## config.mk

```make
export PLATFORM = sky130hd
export DESIGN_NAME = snake_dir_ctrl
export DESIGN_NICKNAME = d
export VERILOG_FILES = /design/src/rtl/snake_pkg.sv /design/src/rtl/dir_fifo.sv /design/src/rtl/snake_dir_ctrl.sv
export SDC_FILE = /design/constraint.sdc
export NUM_CORES = 1
export LEC_CHECK = 0
export ABC_AREA = 1
export CAP_MARGIN = 25
export CORE_ASPECT_RATIO = 1.5
export CORE_UTILIZATION = 45
export DETAILED_ROUTE_END_ITERATION = 10
export DONT_BUFFER_PORTS = 1
export GPL_TIMING_DRIVEN = 0
export SYNTH_ARGS = -nofsm -noshare
export SYNTH_HDL_FRONTEND = slang
export SYNTH_SLANG_ARGS = --single-unit
```

## constraint.sdc

```tcl
create_clock -name VGA_CLK -period 2.3 [get_ports VGA_CLK]
set_clock_uncertainty 0.2 [all_clocks]
set_input_delay 0.575 -clock VGA_CLK [delete_from_list [all_inputs] [get_ports VGA_CLK]]
set_output_delay 0.575 -clock VGA_CLK [all_outputs]
set_load 0.02 [all_outputs]
```

## src/rtl/snake_pkg.sv

```systemverilog
// Shared snake game definitions: heading encodings and the reversal helper.
package snake_pkg;

    localparam logic [1:0] DIR_UP    = 2'b00;
    localparam logic [1:0] DIR_DOWN  = 2'b01;
    localparam logic [1:0] DIR_LEFT  = 2'b10;
    localparam logic [1:0] DIR_RIGHT = 2'b11;

    // Opposite headings differ only in bit 0 (UP<->DOWN, LEFT<->RIGHT).
    function automatic logic [1:0] opposite(input logic [1:0] d);
        return {d[1], ~d[0]};
    endfunction

endpackage

```

## src/rtl/dir_fifo.sv

```systemverilog
// Two-deep queue of pending headings; exposes both ends so the caller can
// validate new keys against the most recently queued turn.
module dir_fifo (
    input  logic       VGA_CLK,
    input  logic       reset,
    input  logic       flush,
    input  logic       push,
    input  logic       pop,
    input  logic [1:0] din,
    output logic [1:0] head,
    output logic [1:0] tail,
    output logic [1:0] count
);

    logic [1:0] slot [2];

    // NOTE: the two slots are ordinary flops, so they are reset along with count; this keeps head/tail defined after reset.
    always_ff @(posedge VGA_CLK or negedge reset) begin
        if (!reset) begin
            slot[0] <= 2'b00;
            slot[1] <= 2'b00;
            count   <= 2'd0;
        end else if (flush) begin
            count <= 2'd0;
        end else begin
            case ({push, pop})
                2'b10: if (count != 2'd2) begin
                    slot[count[0]] <= din;
                    count          <= count + 2'd1;
                end
                2'b01: if (count != 2'd0) begin
                    slot[0] <= slot[1];
                    count   <= count - 2'd1;
                end
                2'b11: begin
                    // The pop frees a slot first, so a push always lands.
                    if (count == 2'd2) begin
                        slot[0] <= slot[1];
                        slot[1] <= din;
                    end else begin
                        slot[0] <= din;
                        count   <= 2'd1;
                    end
                end
                default: ;
            endcase
        end
    end

    assign head = slot[0];
    assign tail = (count == 2'd2) ? slot[1] : slot[0];

endmodule

```

## src/rtl/snake_dir_ctrl.sv

```systemverilog
// Turns debounced key pulses into the snake heading, paced by a periodic
// move_tick; up to two turns are buffered and one is applied per step.
module snake_dir_ctrl
    import snake_pkg::*;
#(
    parameter int TICK_W = 22,
    parameter int PERIOD = 2500000
) (
    input  logic       VGA_CLK,
    input  logic       reset,
    input  logic       X0_deb,
    input  logic       X1_deb,
    input  logic       X2_deb,
    input  logic       X3_deb,
    input  logic       run,
    input  logic       restart,
    output logic [1:0] dir,
    output logic       move_tick,
    output logic       key_drop
);

    localparam logic [TICK_W-1:0] LAST = TICK_W'(PERIOD - 1);

    logic [TICK_W-1:0] cnt;
    logic [3:0]        keys;
    logic              req_valid;
    logic [1:0]        req_dir;
    logic [1:0]        ref_dir;
    logic              tick_now;
    logic              accept;
    logic              push;
    logic              pop;
    logic              drop;
    logic [1:0]        q_head;
    logic [1:0]        q_tail;
    logic [1:0]        q_count;

    assign keys = {X3_deb, X2_deb, X1_deb, X0_deb};

    // NOTE: every always_comb output gets a default first so no path leaves it unassigned (no latch).
    always_comb begin
        req_valid = 1'b1;
        req_dir   = DIR_UP;
        case (keys)
            4'b0001: req_dir = DIR_UP;
            4'b0010: req_dir = DIR_DOWN;
            4'b0100: req_dir = DIR_LEFT;
            4'b1000: req_dir = DIR_RIGHT;
            default: req_valid = 1'b0;
        endcase
    end

    // A same-cycle pop leaves the queue tail (or, if it empties, the new
    // heading) equal to the old tail, so the pre-pop tail is the reference.
    always_comb begin
        ref_dir  = (q_count != 2'd0) ? q_tail : dir;
        tick_now = run && (cnt == LAST);
        pop      = tick_now && (q_count != 2'd0);
        accept   = req_valid && !restart
                   && (req_dir != ref_dir) && (req_dir != opposite(ref_dir));
        push     = accept && ((q_count != 2'd2) || pop);
        drop     = accept && !push;
    end

    dir_fifo u_fifo (
        .VGA_CLK (VGA_CLK),
        .reset   (reset),
        .flush   (restart),
        .push    (push),
        .pop     (pop),
        .din     (req_dir),
        .head    (q_head),
        .tail    (q_tail),
        .count   (q_count)
    );

    // NOTE: sequential state uses non-blocking assignments so every flop samples pre-edge values.
    always_ff @(posedge VGA_CLK or negedge reset) begin
        if (!reset) begin
            dir       <= DIR_RIGHT;
            cnt       <= '0;
            move_tick <= 1'b0;
            key_drop  <= 1'b0;
        end else if (restart) begin
            dir       <= DIR_RIGHT;
            cnt       <= '0;
            move_tick <= 1'b0;
            key_drop  <= 1'b0;
        end else begin
            move_tick <= tick_now;
            key_drop  <= drop;
            if (run) cnt <= tick_now ? '0 : cnt + TICK_W'(1);
            if (pop) dir <= q_head;
        end
    end

endmodule

```

Yosys cells after proc, flatten, opt, wreduce, memory -nomap -nowiden. Index checks and enable logic that the tools add are counted.

Divide/modulo/power cells: 0. Equal/unequal tests: 18. Add/subtract/negate cells: 3. Multiplexer cells: 25. Shift operators: 0. $mul: 0. Reductions and logical operators: 21. Bitwise gates (word level): 3. $lt $le $gt $ge: 2.

Operators with widths (number): two-way mux 22 bit (3); two-way mux 2 bit (12); adder 22 x 1 -> 22 bit (second input constant) (1); == test 22 bit (second input constant) (1); case mux 2 bit (3 select lines) (3); AND reduction 4 bit (3); != test 3 bit (second input constant) (3); logical AND 1 bit (8); nonzero test 2 bit (4); == test 2 bit (second input constant) (3); != test 2 bit (second input constant) (3); bitwise mux 4 bit (1); == test 4 x 1 -> 1 bit (second input constant) (1); == test 4 x 2 -> 1 bit (second input constant) (1); == test 4 x 3 -> 1 bit (second input constant) (1); == test 4 bit (second input constant) (1); two-way mux 4 bit (1); != test 2 bit (2); case mux 2 bit (2 select lines) (1); nonzero test 4 bit (1); OR reduction 4 bit (1); two-way mux 1 bit (3); nonzero test 3 bit (1); adder 2 x 1 -> 2 bit (second input constant) (1); 10 further kinds (12).

RAM bits: 0. Word-level logic and storage cells: 79. Memories: 0. Bits of input ports: 8. Register bits after elaboration: 32. Bits in latches: 0. Output and inout port bits: 4. Bits in read-only memories: 0.

Depth between registers and ports, before layout. Gate-level depths: netlist (run 1).

Depth in word-level cells: 10. Mapped depth: 13. Gate-level depth less buffers: 13.

By module. A second synthesis (run 1) with hierarchy kept.

Cell total of the unflattened synthesis: 370. Area, all modules: 2474.9 um^2.

Modules (own cells, without submodules): snake_dir_ctrl (instances 1, area each 1886.8 um^2, cells an instance 279); dir_fifo (instances 1, area each 588.1 um^2, cells an instance 91).

Least setup slack after synthesis (run 1). No wires, ideal clock.

Path type: input-to-reg. Start point: in restart. End point: reg cnt[7]. Cell stages on the path: 7. Required time: 1968 ps. Setup slack: 489 ps. Arrival time: 1480 ps. Buffers on the path: 2. Cell sequence: buf_2 > nor2_2 > buf_2 > nor3_2 > nand2_1 > o21ai_1 > a22oi_1.

Word-level cells in the longest chain between the ends: 1. Elaborated cells between the ends (all ways): 2. Those cells by class: 1 x mux; 1 x reduce/logical.

Ends and longest elaborated chain: start, declared (line snake_dir_ctrl.sv:16) `input logic restart,`; two-way mux 22 bit or nonzero test 2 bit (tied branches); end signal, assigned (line snake_dir_ctrl.sv:92) `if (run) cnt <= tick_now ? '0 : cnt + TICK_W'(1);`; end, declared (line snake_dir_ctrl.sv:24) `logic [TICK_W-1:0] cnt;`.

Several ways; a longest one is shown, not always the timed one. A chain may end at the register's enable or synchronous reset.

Worst setup path in the final report (run 1).
Start point: reg cnt[1]. End point: reg u_fifo.slot (netlist bit u_fifo.head[0]).

Word-level cells in the longest chain between the ends: 8. Elaborated cells between the ends (all ways): 13. Those cells by class: 6 x eq/ne; 1 x mux; 6 x reduce/logical.

Ends and longest elaborated chain: == test 22 bit * (line snake_dir_ctrl.sv:57) `tick_now = run && (cnt == LAST);`; logical AND 1 bit * (line snake_dir_ctrl.sv:57); logical AND 1 bit * (line snake_dir_ctrl.sv:58) `pop = tick_now && (q_count != 2'd0);`; logical OR 1 bit (line snake_dir_ctrl.sv:61) `push = accept && ((q_count != 2'd2) || pop);`; logical AND 1 bit (line snake_dir_ctrl.sv:61); == test 2 x 1 -> 1 bit or == test 2 bit (tied branches) (line dir_fifo.sv:26) `case ({push, pop})`; != test 2 bit (no source line) or nonzero test 3 bit (tied branches); AND reduction 4 bit (no source line); end signal, assigned by index (line dir_fifo.sv:28) `slot[count[0]] <= din;`; end, declared (line dir_fifo.sv:15) `logic [1:0] slot [2];`.

Every way passes the cells marked *; elsewhere a longest branch is shown, timed or not.

==> impl_metrics.toml, run 1 <==
[clock_network]
cts-root-buf = "clkbuf_8"
cts_buffers = 5
clock-sinks = 32
cts_tree = "built"
cts.path.max_buffers = 2
path_clk_slew_ns = 0.07
cts-resized-gates = 0
htreeDepth = 2
clk_latency_ns = 0.29

[sta]
finalHoldWorstSlack_ns = 0.2265
hold_viol = 0
worst_slack_ns = 0.2160
post-route-min-period_ns = 2.084
fmax_ghz = 0.4798
relSlewSlack_pct = 75.36
drv_slew = 0
rsz0062_at_grt = "no"
worstMarginPinSlew_ns = 0.3668
period_share_pct = 90.61
setup_violations = 0
tns_ns = 0

[logic_synthesis]
yosysMostFrequentCell = "nand2_1"
synthCells = 295
netlist.area_leader.share_pct = 35.03
synth_compound_area_share_pct = 8.348
synth-adder-area-share_pct = 0.5838
avgSynthCellArea_um2 = 7.265
synthArstFlopShare_pct = 100.0
synthTopCellsByCount = "nand2_1 (72), nor2_1 (39), dfrtp_1 (30), inv_1 (28), nand3_1 (24)"
syn_area_um2 = 2143
synth_area_leader_cell = "dfrtp_1"
synthSimpleGateAreaFrac_pct = 43.43
synth_seq_cells = 32
syn_nets = 304
synth_top_family_by_area = "simple AND/OR/NAND/NOR gates"
synth_cell_type_count = 32
synthXorXnorAreaFrac_pct = 2.452
seq_area_frac_synth_pct = 37.48
dominantRegCellSynth = "dfrtp_1"
yosys_warnings = 0
ys_top_cells_by_area = "dfrtp_1 (35%), nand2_1 (13%), nor2_1 (6.8%)"
synthMuxAreaShare_pct = 0
synth_edf_count = 0

[pwr]
total_power_uw = 1284
ir_worst_vdd_v = 0.0003274
p_leak_uw = 0.001038
p_per_area_nw_per_um2 = 547.3

[setup_path]
cp_cell_sequence = "ha_1 > nand2_1 > nor2_2 > nand2_1 > nor2_1 > nand3_2 > clkinv_1 > nand3_1 > nand3_1 > nand2_1 > nand2_1"
critPathSlowestCell = "dfrtp_1"
worstSetupStartpointType = "register"
required_ns = 2.32
crit_top_cell = "nand2_1"
cp.arrival_ns = 2.11
crit_type = "reg -> reg"
crit_fanout = 5
end_kind = "register"
critPathMaxStageDelay_ns = 0.37

[route]
final_antenna_net_count = 0
drc = 0
vias = 1916
dr.pass1.iters = 4
wl_per_cell_um = 13.96
drt-initial-drc-count = 70
drt-total-wl_um = 5153
via_per_inst = 5.192

[status]
outcome = "finished clean"

[finish]
syn_to_final_growth_pct = 9.457
layout.nets = 313
drive_above_1_share_pct = 18.36
diodes = 0

[global_route]
grt_pass1_vias = 1976
grt_max_degree = 33
grt-ovfl-total = 0
grt_usage_pct = 22.85
antenna_found_initial = 0
grt_pass1_wl_um = 8618

[placement]
hpwl_um = 3955
place.gp.congestion = 0.9039
place_ws_ns = 0.2361
port_buffers = 0

[floorplan]
core_area_um2 = 4542
start_util_pct = 47.19
chipWidth_um = 58.35
die-area_um2 = 5049
io_pins = 12
rows = 30
dieHeight_um = 86.53

[worst_hold_path]
holdCritPathClass = "in -> reg"

[flow_run]
drv_cap = 0
## per-layer routing
metal	vias to the layer above	global-route usage (%)	share of wire [%]
li1	973	-	-
met1	900	21.53	37
met2	29	46.08	58
met3	14	3.134	2.0
met4	0	10.82	3.3
met5	-	0	0
## worst paths after layout
check,start,endpoint,slack [ns],cells past startpoint
worst max-delay path,cnt[1],u_fifo.head[0],0.22,11
worst min-delay path,run,cnt[0],0.23,2
worst max register to register,cnt[1],u_fifo.head[0],0.22,11
worst min register to register,u_fifo.head[0],u_fifo.head[0],0.27,2
max in group asynchronous,reset,dir[0],1.10,2
min in group asynchronous,reset,cnt[15],0.53,2
## sequential cells by signal (all words and copies together), names as in the netlist
name          cells
cnt              22
dir               2
key_drop          1
move_tick         1
u_fifo.count      2
u_fifo.head       2
u_fifo.slot       2
## logic make-up (layout without fill, tap and decap cells)
family,Yosys count,count (layout)
adders and majority gates,1,1
xor gates and xnor gates,6,6
buffers and inverters,41,51
and+or+nand+nor,185,185
DFF,32,32
AOI/OAI and AO/OA,30,30
## timing repair
action | CTS | global route
setup buffers | 0 | 0
hold buffers | 2 | 0
endpoints found under the hold margin | 32 | 0
## layout make-up
type,count,area (um^2)
Buffer,4,26.28
Clock buffer,6,82.58
Clock inverter,2,10.01
Fill cell,458,2196
Inverter,37,138.9
Multi-Input combinational cell,222,1175
Sequential cell,32,803.3
Tap cell,64,80.08
Timing Repair Buffer,2,30.03
## cell usage in the layout (no fill, tap or decap), types with 3 or more instances in the layout
master and instances:
nand4_1 9, nand3_1 24, nand2_4 3, nor3_2 7
buf_2 3, xor2_1 5, nor2_1 39, nand2_2 6
a21oi_1 10, nand3_2 4, inv_1 28, dfrtp_1 30
clkbuf_8 6, nor2_2 3, nor2_4 4, o21ai_1 4
inv_2 8, o21ai_0 10, nor3_1 11, nand2_1 72
## report_power, final
group | switching [uW] | internal, uW | leakage (uW)
Combinational | 133 | 64.7 | 0.000552
Sequential | 36.1 | 599 | 0.000435
Clock | 213 | 239 | 0.0000510
Total | 382 | 902 | 0.00104
## critical path: cells and delay by family, from the launching register on
kind / cells / cell delay [ns]
DFF: 1 / 0.37
and+or+nand+nor: 9 / 1.07
buffers and inverters: 1 / 0.14
adders and majority gates: 1 / 0.24
## stage by stage
stage,utilization (%),cells,area [um^2]
after floorplan,-,295,2143
after global placement,48.95,359,2223
after detailed placement,48.95,359,2223
after CTS,51.65,369,2346
after global routing,51.65,369,2346
final,51.65,369,2346
Power figures use the tool's default switching activity.
==> run 2, diff against run 1 <==
Settings changed: CTS_CLUSTER_DIAMETER set to 30, SYNTH_HIERARCHICAL set to 1, TNS_END_PERCENT set to 20.
==> impl_metrics.toml, run 2 <==
[global_route]
grt-ovfl-total = 0
grt_pass1_vias = 2349
grt_pass1_wl_um = 10960
grt_usage_pct = 24.67
met2_usage_pct = 48.82
antenna_found_initial = 0
grt.met3_usage_pct = 3.325
grt_max_degree = 33
grt-busiest-layer = "met2"
use_met1_pct = 23.70

[pwr]
p_int_uw = 989.6
p_switching_uw = 428.9
p_comb_share_pct = 23.0
p_sw_share_pct = 30.24
pwr-share-seq_pct = 44.8
p_per_area_nw_per_um2 = 492.5
power.share.clock_pct = 32.2
ir_worst_vdd_v = 0.0002435
p_leak_uw = 0.001312

[floorplan]
core_area_um2 = 5205
rows = 32
die-area_um2 = 5789
io_pins = 12
start_util_pct = 47.40
dieHeight_um = 92.69
chipWidth_um = 62.46

[logic_synthesis]
synthCells = 368
syn_area_um2 = 2467
yosys_warnings = 6
syn_nets = 383
avgSynthCellArea_um2 = 6.705

[sta]
rsz0062_at_grt = "yes"
relSlewSlack_pct = 67.15
fmax_ghz = 0.4303
setup_violations = 5
finalHoldWorstSlack_ns = 0.1552
drv_slew = 0
post-route-min-period_ns = 2.324
period_share_pct = 101.0
worstMarginPinSlew_ns = 0.4910
hold_viol = 0
worst_slack_ns = -0.02394

[finish]
num-fill-cells = 543
largest_register = "cnt"
layout_common_cells = "nand2_1 (99), nor2_1 (68), inv_1 (42)"
largest_reg_flops = 22
layout_commonest_cell = "nand2_1"
stdcell_count = 459
diodes = 0
syn_to_final_growth_pct = 16.73
layout.nets = 405
drive_above_1_share_pct = 20.97
seq_area_um2 = 804.5
multiInputGateArea_um2 = 1526
stdcell_area_um2 = 2880

[setup_path]
worstSetupStartpointType = "register"
cp.arrival_ns = 2.30
end_kind = "register"
r2r_slack_ns = -0.02
crit_type = "reg -> reg"
required_ns = 2.27
crit_fanout = 3

[route]
vias = 2330
drt-total-wl_um = 6545
wl_per_cell_um = 14.26
final_antenna_net_count = 0
drt-initial-drc-count = 122
drc = 0
via_per_inst = 5.076
dr.pass1.iters = 4

[placement]
hpwl_um = 4779
port_buffers = 0
post-place-cells = 436
placed_cell_area_um2 = 2590
place.gp.congestion = 0.8703
place_ws_ns = -0.4632

[clock_network]
clk_latency_ns = 0.29
cts_tree = "built"
clock-sinks = 32
cts.path.max_buffers = 2
cts_buffers = 5
htreeDepth = 2
path_clk_slew_ns = 0.07
cts-root-buf = "clkbuf_8"

[worst_hold_path]
holdCritPathClass = "in -> reg"

[flow_run]
drv_cap = 0

[status]
violations = "negative setup slack"
outcome = "finished, violations left"
[run 2: power groups by stage]
stage / clock network, uW / registers (uW) / logic [uW]
floorplan: 0 / 637 / 193
global placement: 0 / 649 / 228
detailed placement: 0 / 649 / 233
CTS: 471 / 637 / 315
global route: 487 / 641 / 366
finish: 456 / 636 / 326
[run 2: timing repair]
| item | in CTS | in global routing |
|---|---|---|
| hold buffers | 2 | 0 |
| pin swaps | 10 | 2 |
| hold endpoints to repair | 32 | 0 |
| setup endpoints to repair | 6 | 6 |
| cloned | 0 | 0 |
| gates resized for setup | 18 | 3 |
| setup buffers | 11 | 2 |
[run 2: final timing paths]
check	startpoint	end	depth (start not counted)
worst min-delay path	restart	move_tick	1
worst max-delay path	u_fifo/count[0]	u_fifo/count[1]	16
worst min register to register	u_fifo/head[0]	u_fifo/head[0]	2
min in group asynchronous	reset	cnt[16]	2
worst max register to register	u_fifo/count[0]	u_fifo/count[1]	16
max in group asynchronous	reset	dir[0]	2
[run 2: worst max-delay path, stage by stage (launching register included)]
cell      delay [ns]
dfrtp_1         0.39
buf_6           0.13
inv_4           0.06
nand2_4         0.05
nand2_2         0.06
nand2_1         0.05
o21ai_2         0.13
o21bai_1        0.12
nand2_1         0.11
a21oi_4         0.18
inv_2           0.10
ha_4            0.27
inv_1           0.04
nand2_1         0.08
nand3_1         0.10
nand2_1         0.07
nand2_1         0.05
[run 2: area by class of cell]
class	instances	area share, %
multi-input cells	281	53.00
plain buffers	6	1.868
flip-flops and latches	32	27.93
clock buffers	8	3.128
well taps	68	2.954
inverters	49	6.560
repair buffers	15	4.561
[run 2: layer usage]
| metal | vias to the layer above | part of all wire [%] |
|---|---|---|
| met4 | 0 | 3.7 |
| met2 | 42 | 57 |
| met5 | - | 0 |
| li1 | 1195 | - |
| met1 | 1074 | 37 |
| met3 | 19 | 2.5 |
[run 2: through the flow]
stage / power, uW / setup TNS (ns) / util, %
2_1_floorplan: 830.0 / -0.03030 / -
3_3_place_gp: 876.6 / -2.062 / 49.76
3_5_place_dp: 882.2 / -2.209 / 49.76
4_1_cts: 1422 / -0.03398 / 54.98
5_1_grt: 1494 / -1.106 / 55.34
6_report: 1419 / -0.06718 / 55.34
==> run 3, diff against run 2 <==
Settings changed: ABC_AREA 1 to not set, GPL_ROUTABILITY_DRIVEN set to 0.
==> impl_metrics.toml, run 3 <==
[setup_path]
required_ns = 2.26
r2r_start = "u_fifo/count[0]"
r2r-end = "u_fifo/slot[1]"
reg2reg_depth = 11
crit_type = "reg -> reg"
cp.arrival_ns = 2.90
crit_fanout = 4
end_kind = "register"
worstSetupStartpointType = "register"
r2r_slack_ns = -0.64

[clock_network]
clock-sinks = 32
cts_tree = "built"
cts.path.max_buffers = 2
path_clk_slew_ns = 0.07
clk_latency_ns = 0.28
cts-root-buf = "clkbuf_8"
cts_buffers = 5
htreeDepth = 2

[sta]
fmax_ghz = 0.3404
setup_violations = 8
period_share_pct = 127.7
drv_slew = 0
worstMarginPinSlew_ns = 0.6398
tns_ns = -3.519
rsz0062_at_grt = "yes"
hold_viol = 0
finalHoldWorstSlack_ns = 0.1926
relSlewSlack_pct = 56.99
worst_slack_ns = -0.6380
post-route-min-period_ns = 2.938

[floorplan]
io_pins = 12
chipWidth_um = 57.27
dieHeight_um = 84.91
core_area_um2 = 4318
start_util_pct = 47.75
die-area_um2 = 4863
rows = 29

[worst_hold_path]
worst_hold_path.endpoint = "u_fifo/count[1]"
holdCritPathClass = "in -> reg"
min_from = "restart"
min_path_cells = 1

[finish]
syn_to_final_growth_pct = 22.69
stdcell_area_um2 = 2530
diodes = 0
drive_above_1_share_pct = 33.62
largest_register = "cnt"
layout.nets = 249
layout_commonest_cell = "dfrtp_1"
largest_reg_flops = 22
layout_common_cells = "dfrtp_1 (23), nor2_1 (20), buf_4 (15)"
stdcell_count = 281

[route]
dr.pass1.iters = 7
drc = 2
vias = 1728
final_antenna_net_count = 0
via_per_inst = 6.149
drt-total-wl_um = 4979
wl_per_cell_um = 17.72
drt-initial-drc-count = 106

[logic_synthesis]
synthCells = 211
yosys_warnings = 6
syn_area_um2 = 2062
avgSynthCellArea_um2 = 9.772
syn_nets = 226

[placement]
post-place-cells = 257
port_buffers = 0
hpwl_um = 3431
placed_cell_area_um2 = 2196

[pwr]
ir_worst_vdd_v = 0.0004158
p_per_area_nw_per_um2 = 617.6
p_leak_uw = 0.0009195

[global_route]
grt_pass1_vias = 1790
grt_pass1_wl_um = 8397
grt-ovfl-total = 0
antenna_found_initial = 0
grt_max_degree = 33
grt_usage_pct = 22.69

[flow_run]
drv_cap = 0

[status]
violations = "design-rule violations, negative setup slack"
outcome = "finished, violations left"
## run 3: cell types whose count changed in the layout (fill, tap and decap cells not counted), moves of 7 or more
cell and delta:
nand3_1 -14, xnor2_1 +12, nor2_1 -48, nand4_1 -11, nor4_1 +7, inv_1 -34
nand2_1 -92
## run 3: what timing repair did
action | 4_1_cts | 5_1_grt
endpoints found under the setup margin | 28 | 20
hold endpoints to repair | 32 | 0
pin swaps | 14 | 2
resized for setup | 17 | 8
cloned | 0 | 0
hold buffers | 2 | 0
buffers inserted | 12 | 2
## run 3: routing by layer
metal	part of all wire, %	global-route usage, %	vias up
li1	-	-	832
met1	37	22.39	866
met2	59	45.13	24
met3	2.5	4.573	6
met4	1.2	7.761	0
met5	0	0	-
## run 3: worst max-delay path by stage
| stage | to | depth (start not counted) | slack (ns) | start |
|---|---|---|---|---|
| 6_report | u_fifo/slot[1] | 11 | -0.64 | u_fifo/count[0] |
| 5_1_grt | u_fifo/head[0] | 8 | -0.72 | cnt[15] |
| 2_1_floorplan | u_fifo/slot[0] | 11 | -0.53 | u_fifo/count[0] |
| 3_5_place_dp | u_fifo/slot[1] | 11 | -0.93 | u_fifo/count[0] |
| 4_1_cts | u_fifo/slot[1] | 11 | -0.69 | u_fifo/count[1] |
| 3_3_place_gp | u_fifo/slot[1] | 11 | -0.91 | u_fifo/count[0] |
## run 3: final cells by class
class,count,area [um^2]
clock buffer,8,100.1
multi-input combinational,161,1308
tap,46,57.56
sequential,32,812.0
fill,402,1788
buffer,9,80.08
timing repair buffer,16,138.9
inverter,9,33.78
## run 3: where the power goes
part / leakage (uW) / switching (uW) / internal, uW / total [uW]
Combinational: 0.000445 / 219 / 240 / 460
Sequential: 0.000423 / 37.4 / 599 / 636
Clock: 0.0000515 / 194 / 273 / 467
Total: 0.000919 / 451 / 1110 / 1560
## run 3: worst max-delay path: stages (launching register included)
cell and delay (ns):
dfrtp_2 0.44, buf_6 0.13, nand2b_4 0.15, mux2_4 0.31, mux2i_4 0.18, mux2i_4 0.30, a31oi_4 0.08, ha_4 0.19
buf_6 0.12, nand3b_1 0.16, a21oi_2 0.24, mux2_4 0.32
## run 3: per-stage QoR
step                util (%)  total power [uW]  worst slack (ns)
finish                 58.59              1562           -0.6380
floorplan                  -             897.3           -0.5298
global route           58.59              1648           -0.7170
detailed placement     50.85             959.4           -0.9349
global placement       50.85             948.9           -0.9061
CTS                    57.46              1531           -0.6934
